## src/rtl/dft_pkg.sv

```systemverilog
// Shared DFT constants, complex sample type and index helpers.
// Imported by the loader, its bank array and later rank controllers.
package dft_pkg;

    localparam int WORD_SZ       = 32;
    localparam int WORD_MIDPOINT = 16;
    localparam int N_POINTS      = 16;
    localparam int LOG2_N        = 4;

    // Widest index bitrev() can handle; callers pass the live width.
    localparam int BITREV_MAX    = 16;

    // Real half occupies the upper bits, imaginary half the lower bits.
    typedef struct packed {
        logic signed [WORD_SZ-WORD_MIDPOINT-1:0] re;
        logic signed [WORD_MIDPOINT-1:0]         im;
    } cplx_t;

    // Reverse the low nbits of idx.  The full-width reversal pushes the
    // wanted bits to the top, so a right shift brings them back down.
    function automatic logic [BITREV_MAX-1:0] bitrev(
        input logic [BITREV_MAX-1:0] idx,
        input int                    nbits
    );
        logic [BITREV_MAX-1:0] r;
        r = '0;
        for (int i = 0; i < BITREV_MAX; i++) begin
            r[BITREV_MAX-1-i] = idx[i];
        end
        return r >> (BITREV_MAX - nbits);
    endfunction

endpackage

```

## src/rtl/dft_pingpong_bank.sv

```systemverilog
// Two-bank sample store: one write port, two asynchronous read ports.
// Ports: i_CLK; i_we/i_waddr/i_wdata write; i_raddr_a/b -> o_rdata_a/b.
// Addresses are {bank, addr}; contents are never reset.
module dft_pingpong_bank
    import dft_pkg::*;
#(
    parameter int DW = dft_pkg::WORD_SZ,
    parameter int AW = dft_pkg::LOG2_N + 1
) (
    input  logic          i_CLK,
    input  logic          i_we,
    input  logic [AW-1:0] i_waddr,
    input  logic [DW-1:0] i_wdata,
    input  logic [AW-1:0] i_raddr_a,
    input  logic [AW-1:0] i_raddr_b,
    output logic [DW-1:0] o_rdata_a,
    output logic [DW-1:0] o_rdata_b
);

    localparam int DEPTH = 1 << AW;

    logic [DW-1:0] mem_q [DEPTH];

    always_ff @(posedge i_CLK) begin
        if (i_we) begin
            mem_q[i_waddr] <= i_wdata;
        end
    end

    assign o_rdata_a = mem_q[i_raddr_a];
    assign o_rdata_b = mem_q[i_raddr_b];

endmodule

```

## src/rtl/dft_bitrev_loader.sv

```systemverilog
// DFT input stage: ping-pong frame buffer, natural order in, radix-2
// operand pairs out in bit-reversed order.
// Ports: i_CLK, i_RST (async, active-high);
//   write side i_valid/i_data/o_ready (one sample per cycle);
//   read side  o_valid/o_A/o_B/o_pair_idx/o_last with i_ready.
module dft_bitrev_loader
    import dft_pkg::*;
#(
    parameter int N_POINTS = dft_pkg::N_POINTS,
    parameter int LOG2_N   = dft_pkg::LOG2_N,
    parameter int WORD_SZ  = dft_pkg::WORD_SZ
) (
    input  logic                i_CLK,
    input  logic                i_RST,
    input  logic                i_valid,
    input  logic [WORD_SZ-1:0]  i_data,
    output logic                o_ready,
    output logic                o_valid,
    output logic [WORD_SZ-1:0]  o_A,
    output logic [WORD_SZ-1:0]  o_B,
    output logic [LOG2_N-2:0]   o_pair_idx,
    output logic                o_last,
    input  logic                i_ready
);

    localparam int PW = LOG2_N - 1;
    localparam int AW = LOG2_N + 1;

    localparam logic [LOG2_N-1:0] WCNT_LAST = LOG2_N'(N_POINTS - 1);
    localparam logic [PW-1:0]     RCNT_LAST = PW'(N_POINTS / 2 - 1);

    // Write side state
    logic              wbank_q, wbank_d;
    logic [LOG2_N-1:0] wcnt_q,  wcnt_d;

    // Read side state
    logic              rbank_q, rbank_d;
    logic [PW-1:0]     rcnt_q,  rcnt_d;

    // One full flag per bank, indexed by bank number
    logic [1:0]        full_q,  full_d;

    // Output register
    logic              valid_q, valid_d;
    logic [WORD_SZ-1:0] a_q,    a_d;
    logic [WORD_SZ-1:0] b_q,    b_d;
    logic [PW-1:0]     idx_q,   idx_d;
    logic              last_q,  last_d;

    logic              wr_fire;
    logic              wr_done;
    logic              rd_load;
    logic              rd_done;

    logic [LOG2_N-1:0] addr_a;
    logic [LOG2_N-1:0] addr_b;
    logic [WORD_SZ-1:0] rd_a;
    logic [WORD_SZ-1:0] rd_b;

    // Writer only ever targets a non-full bank; derived from flops only.
    assign o_ready = !full_q[wbank_q];

    assign wr_fire = i_valid && o_ready;
    assign wr_done = wr_fire && (wcnt_q == WCNT_LAST);

    // Load a new pair whenever the output slot is free or being taken.
    assign rd_load = full_q[rbank_q] && (!valid_q || i_ready);
    assign rd_done = rd_load && (rcnt_q == RCNT_LAST);

    // rev(2k) and rev(2k+1); the latter is rev(2k) + N/2.
    assign addr_a = LOG2_N'(bitrev(BITREV_MAX'({rcnt_q, 1'b0}), LOG2_N));
    assign addr_b = LOG2_N'(bitrev(BITREV_MAX'({rcnt_q, 1'b1}), LOG2_N));

    dft_pingpong_bank #(
        .DW (WORD_SZ),
        .AW (AW)
    ) u_bank (
        .i_CLK     (i_CLK),
        .i_we      (wr_fire),
        .i_waddr   ({wbank_q, wcnt_q}),
        .i_wdata   (i_data),
        .i_raddr_a ({rbank_q, addr_a}),
        .i_raddr_b ({rbank_q, addr_b}),
        .o_rdata_a (rd_a),
        .o_rdata_b (rd_b)
    );

    always_comb begin
        wbank_d = wbank_q;
        wcnt_d  = wcnt_q;
        rbank_d = rbank_q;
        rcnt_d  = rcnt_q;
        full_d  = full_q;
        valid_d = valid_q;
        a_d     = a_q;
        b_d     = b_q;
        idx_d   = idx_q;
        last_d  = last_q;

        if (wr_fire) begin
            // Counter is exactly LOG2_N bits, so N-1 wraps to 0.
            wcnt_d = wcnt_q + LOG2_N'(1);
            if (wr_done) begin
                full_d[wbank_q] = 1'b1;
                wbank_d         = ~wbank_q;
            end
        end

        // Completed and released banks always differ, so both updates
        // to full_d may land on the same edge without interfering.
        if (rd_load) begin
            valid_d = 1'b1;
            a_d     = rd_a;
            b_d     = rd_b;
            idx_d   = rcnt_q;
            last_d  = (rcnt_q == RCNT_LAST);
            rcnt_d  = rcnt_q + PW'(1);
            if (rd_done) begin
                full_d[rbank_q] = 1'b0;
                rbank_d         = ~rbank_q;
            end
        end else if (i_ready) begin
            valid_d = 1'b0;
        end
    end

    always_ff @(posedge i_CLK or posedge i_RST) begin
        if (i_RST) begin
            wbank_q <= 1'b0;
            wcnt_q  <= '0;
            rbank_q <= 1'b0;
            rcnt_q  <= '0;
            full_q  <= '0;
            valid_q <= 1'b0;
            a_q     <= '0;
            b_q     <= '0;
            idx_q   <= '0;
            last_q  <= 1'b0;
        end else begin
            wbank_q <= wbank_d;
            wcnt_q  <= wcnt_d;
            rbank_q <= rbank_d;
            rcnt_q  <= rcnt_d;
            full_q  <= full_d;
            valid_q <= valid_d;
            a_q     <= a_d;
            b_q     <= b_d;
            idx_q   <= idx_d;
            last_q  <= last_d;
        end
    end

    assign o_valid    = valid_q;
    assign o_A        = a_q;
    assign o_B        = b_q;
    assign o_pair_idx = idx_q;
    assign o_last     = last_q;

endmodule

```

## config.mk

```make
export PLATFORM = sky130hd
export DESIGN_NAME = dft_bitrev_loader
export DESIGN_NICKNAME = d
export VERILOG_FILES = /design/src/rtl/dft_pkg.sv /design/src/rtl/dft_pingpong_bank.sv /design/src/rtl/dft_bitrev_loader.sv
export SDC_FILE = /design/constraint.sdc
export NUM_CORES = 1
export LEC_CHECK = 0
export ABC_CLOCK_PERIOD_IN_PS = 3700
export CAP_MARGIN = 20
export CORE_ASPECT_RATIO = 1.25
export CORE_MARGIN = 2
export CORE_UTILIZATION = 30
export DETAILED_ROUTE_END_ITERATION = 10
export RECOVER_POWER = 100
export SLEW_MARGIN = 20
export SYNTH_ARGS = -nofsm -noshare
export SYNTH_HDL_FRONTEND = slang
export SYNTH_SLANG_ARGS = --single-unit
```

## constraint.sdc

```tcl
create_clock -name i_CLK -period 3.7 [get_ports i_CLK]
set_input_delay 0.925 -clock i_CLK [delete_from_list [all_inputs] [get_ports i_CLK]]
set_output_delay 0.925 -clock i_CLK [all_outputs]
set_load 0.01 [all_outputs]
```

==> metrics.txt <==
fmax 287 MHz; critical path fanouts, max 10; clock root cell clkbuf_16; Layout area overhead 16.6%; RSZ-0062 raised after global routing no; CP startpoint kind flip-flop; simple-gate share of the synthesized area 0.00607; crit-path cells mux2i_1, dlygate4sd3_1; worst hold slack approximately 0.50 ns; initial antenna violation count 6; HPWL Detailed 60300 um; crit path DAT 2.56 ns; IO Pins about 110; cts bufs inserted 95; fill cell count 12400; Syn Area/Cell between 20 and 25 um2; layout cell share with drive strength beyond 1 0.268; skew final 0.0267 ns; row count 152; via count between 15000 and 20000; first-pass iteration count of the detailed router 5; Die Span X 336 um; worst r2r src wbank_q$_DFFE_PP0P_; CP Class flip-flop to output pin; Die Area around 140000 um2; metal1 wirelength ~40000 um; Min-Delay Path Class flip-flop to flip-flop; GRT Util Overall 0.141; failing checks max-capacitance violations, max-slew violations; Hold Path Depth 1; combinational family with the most area after synthesis multiplexers; largest stage delay on the critical path between 0.7 and 0.8 ns; Final Hold Fails 0; Initial Utilization 0.302; global-route wire length before repair 144000 um; Cells after Synth 1811; Synth Register Bits ~1100; leading area contributor after synthesis edfxtp_1; worst hold path startpoint o_pair_idx[1]$_DFFE_PP0N_; vias in the first global route 20200; Worst Path Required around 2.8 ns; CTS tree yes; PwrDens 728 nW/um2; CTS resizes 0; largest net degree at the start of global routing between 100 and 150; H-tree depth 3; end of the worst register-to-register path u_bank.mem_q[0][29]$_DFFE_PP_; syn nets ~1900; postcts setup bufs 0; Synth Warn # 0; final-report max-slew violation count roughly 1100; Nets about 2000; post-synthesis mux area share 0.159; MaxCap Viol Count 33; clock period minus worst slack 3.49 ns; Place WS 0.572 ns; clock slew at reported path FFs roughly 0.070 ns; peak supply drop 397 uV; fin crit share 0.942; post-DR vias/cell 4.85; Rel. slew slack -0.380; Post-Route WL 99500 um; met3 WL roughly 6000 um; Reg2Reg Depth 6; commonest non-fill, non-tap cells in the layout edfxtp_1, mux4_2, o22ai_1; # hold bufs at CTS 0; Reg2Reg Setup Slack 0.27 ns; xor/xnor share of the synthesized area 0.00106; port bufs 105; Die Y 420 um; routability cong. 0.766; top post-synthesis cells by area edfxtp_1, mux4_2, dfrtp_1; final core utilization 0.352; WHS Endpoint o_pair_idx[1]$_DFFE_PP0N_; core footprint 137000 um2; grt ovf 0; post-synth top area share 0.742; status finished, violations left; Synth Area in Compound Gates 0.0278; clock tree buffer depth 3; DRC Markers 0; DR WL met2 between 50000 and 60000 um; Final setup viols 0; Synth cell types 33; Post-DRT Antenna Nets 0; Worst-Margin Slew 2.07 ns; Setup WS post-layout 0.213 ns; most common cell after layout, fill and taps aside edfxtp_1; number of DRC markers in iteration 0 about 1700; Sink Count about 1100; Leak about 15 nW; DR WL/cell 25.2 um; synthesized cell area 41400 um2; DR top layer met5; Clock Latency Late Sink 0.69 ns; Slowest-stage cell, CP dlygate4sd3_1; Seq/Total Area, Yosys 0.790; Worst setup EP type output pin; post-synthesis adder-cell area fraction 0.00181; Fin Setup TNS 0 ns
-- through the flow --
stage | instances | power (mW) | area [um2]
3_5_place_dp | 3759 | 25.9 | 45500
3_3_place_gp | 3759 | 25.7 | 45500
4_1_cts | 3939 | 35.9 | 48700
6_report | 3940 | 35.2 | 48300
2_1_floorplan | 1811 | 21.9 | 41400
5_1_grt | 3940 | 36.7 | 48300
-- state kept, by name, summed over array words and instances (netlist names), 2 cells and up --
register      count
full_q            2
o_A              32
o_B              32
o_pair_idx        3
rcnt_q            3
u_bank.mem_q   1024
wcnt_q            4
-- synth_stat cells (all sizes together) --
master	n
or3b	1
o22a	1
mux2	68
nand3b	3
nand4	1
or2	2
inv	6
nand2b	2
a21oi	64
clkbuf	57
o21ai	5
and2	1
nand2	9
dfrtp	80
o21a	1
mux2i	5
edfxtp	1024
o22ai	126
nor2	34
buf	50
mux4	256
or3	1
xnor2	4
xor2	1
ha	6
nand3	3
-- cells by family after synthesis --
kind of cell	Yosys count
flip-flops	1104
multiplexers	329
AO/OA/AOI/OAI	197
buffers and inverters	113
AND/OR/NAND/NOR	57
adder cells (fa/ha/maj)	6
XOR/XNOR	5
-- power by group --
| group | switching [mW] | total [mW] | leakage (nW) | internal, mW |
|---|---|---|---|---|
| clock | 4.44 | 10.0 | 1.56 | 5.59 |
| combinational | 5.17 | 9.67 | 3.07 | 4.50 |
| sequential | 0.786 | 15.5 | 10.1 | 14.7 |
-- cell type report --
cell class / instances / area, um2 / area share
Sequential cell: 1104 / 32800 / 0.678
Multi-Input combinational cell: 594 / 8280 / 0.171
Clock buffer: 122 / 2610 / 0.0540
Tap cell: 1848 / 2310 / 0.0479
Timing Repair Buffer: 207 / 1760 / 0.0364
Clock inverter: 58 / 559 / 0.0116
Inverter: 6 / 23.8 / 0.000492
Antenna cell: 1 / 2.50 / 0.0000518
-- layer usage --
layer,vias to the layer above,GRT usage
li1,8081,-
met1,10300,0.179
met2,604,0.243
met3,103,0.0288
met4,4,0.0396
met5,-,0
-- worst max-delay path by stage --
stage	start	end
3_5_place_dp	i_ready	o_A[6]$_DFFE_PP0N_
5_1_grt	wbank_q$_DFFE_PP0P_	u_bank.mem_q[0][20]$_DFFE_PP_
2_1_floorplan	wbank_q$_DFFE_PP0P_	u_bank.mem_q[28][0]$_DFFE_PP_
4_1_cts	wbank_q$_DFFE_PP0P_	o_ready
3_3_place_gp	i_ready	o_B[1]$_DFFE_PP0N_
6_report	wbank_q$_DFFE_PP0P_	o_ready
-- critical path, delay by kind of cell (launching register included) --
family,cells,cell delay (ns)
buffers and inverters,1,0.76
muxes,1,0.54
DFF,1,0.58
No activity file was read; power rests on OpenSTA's default activity.
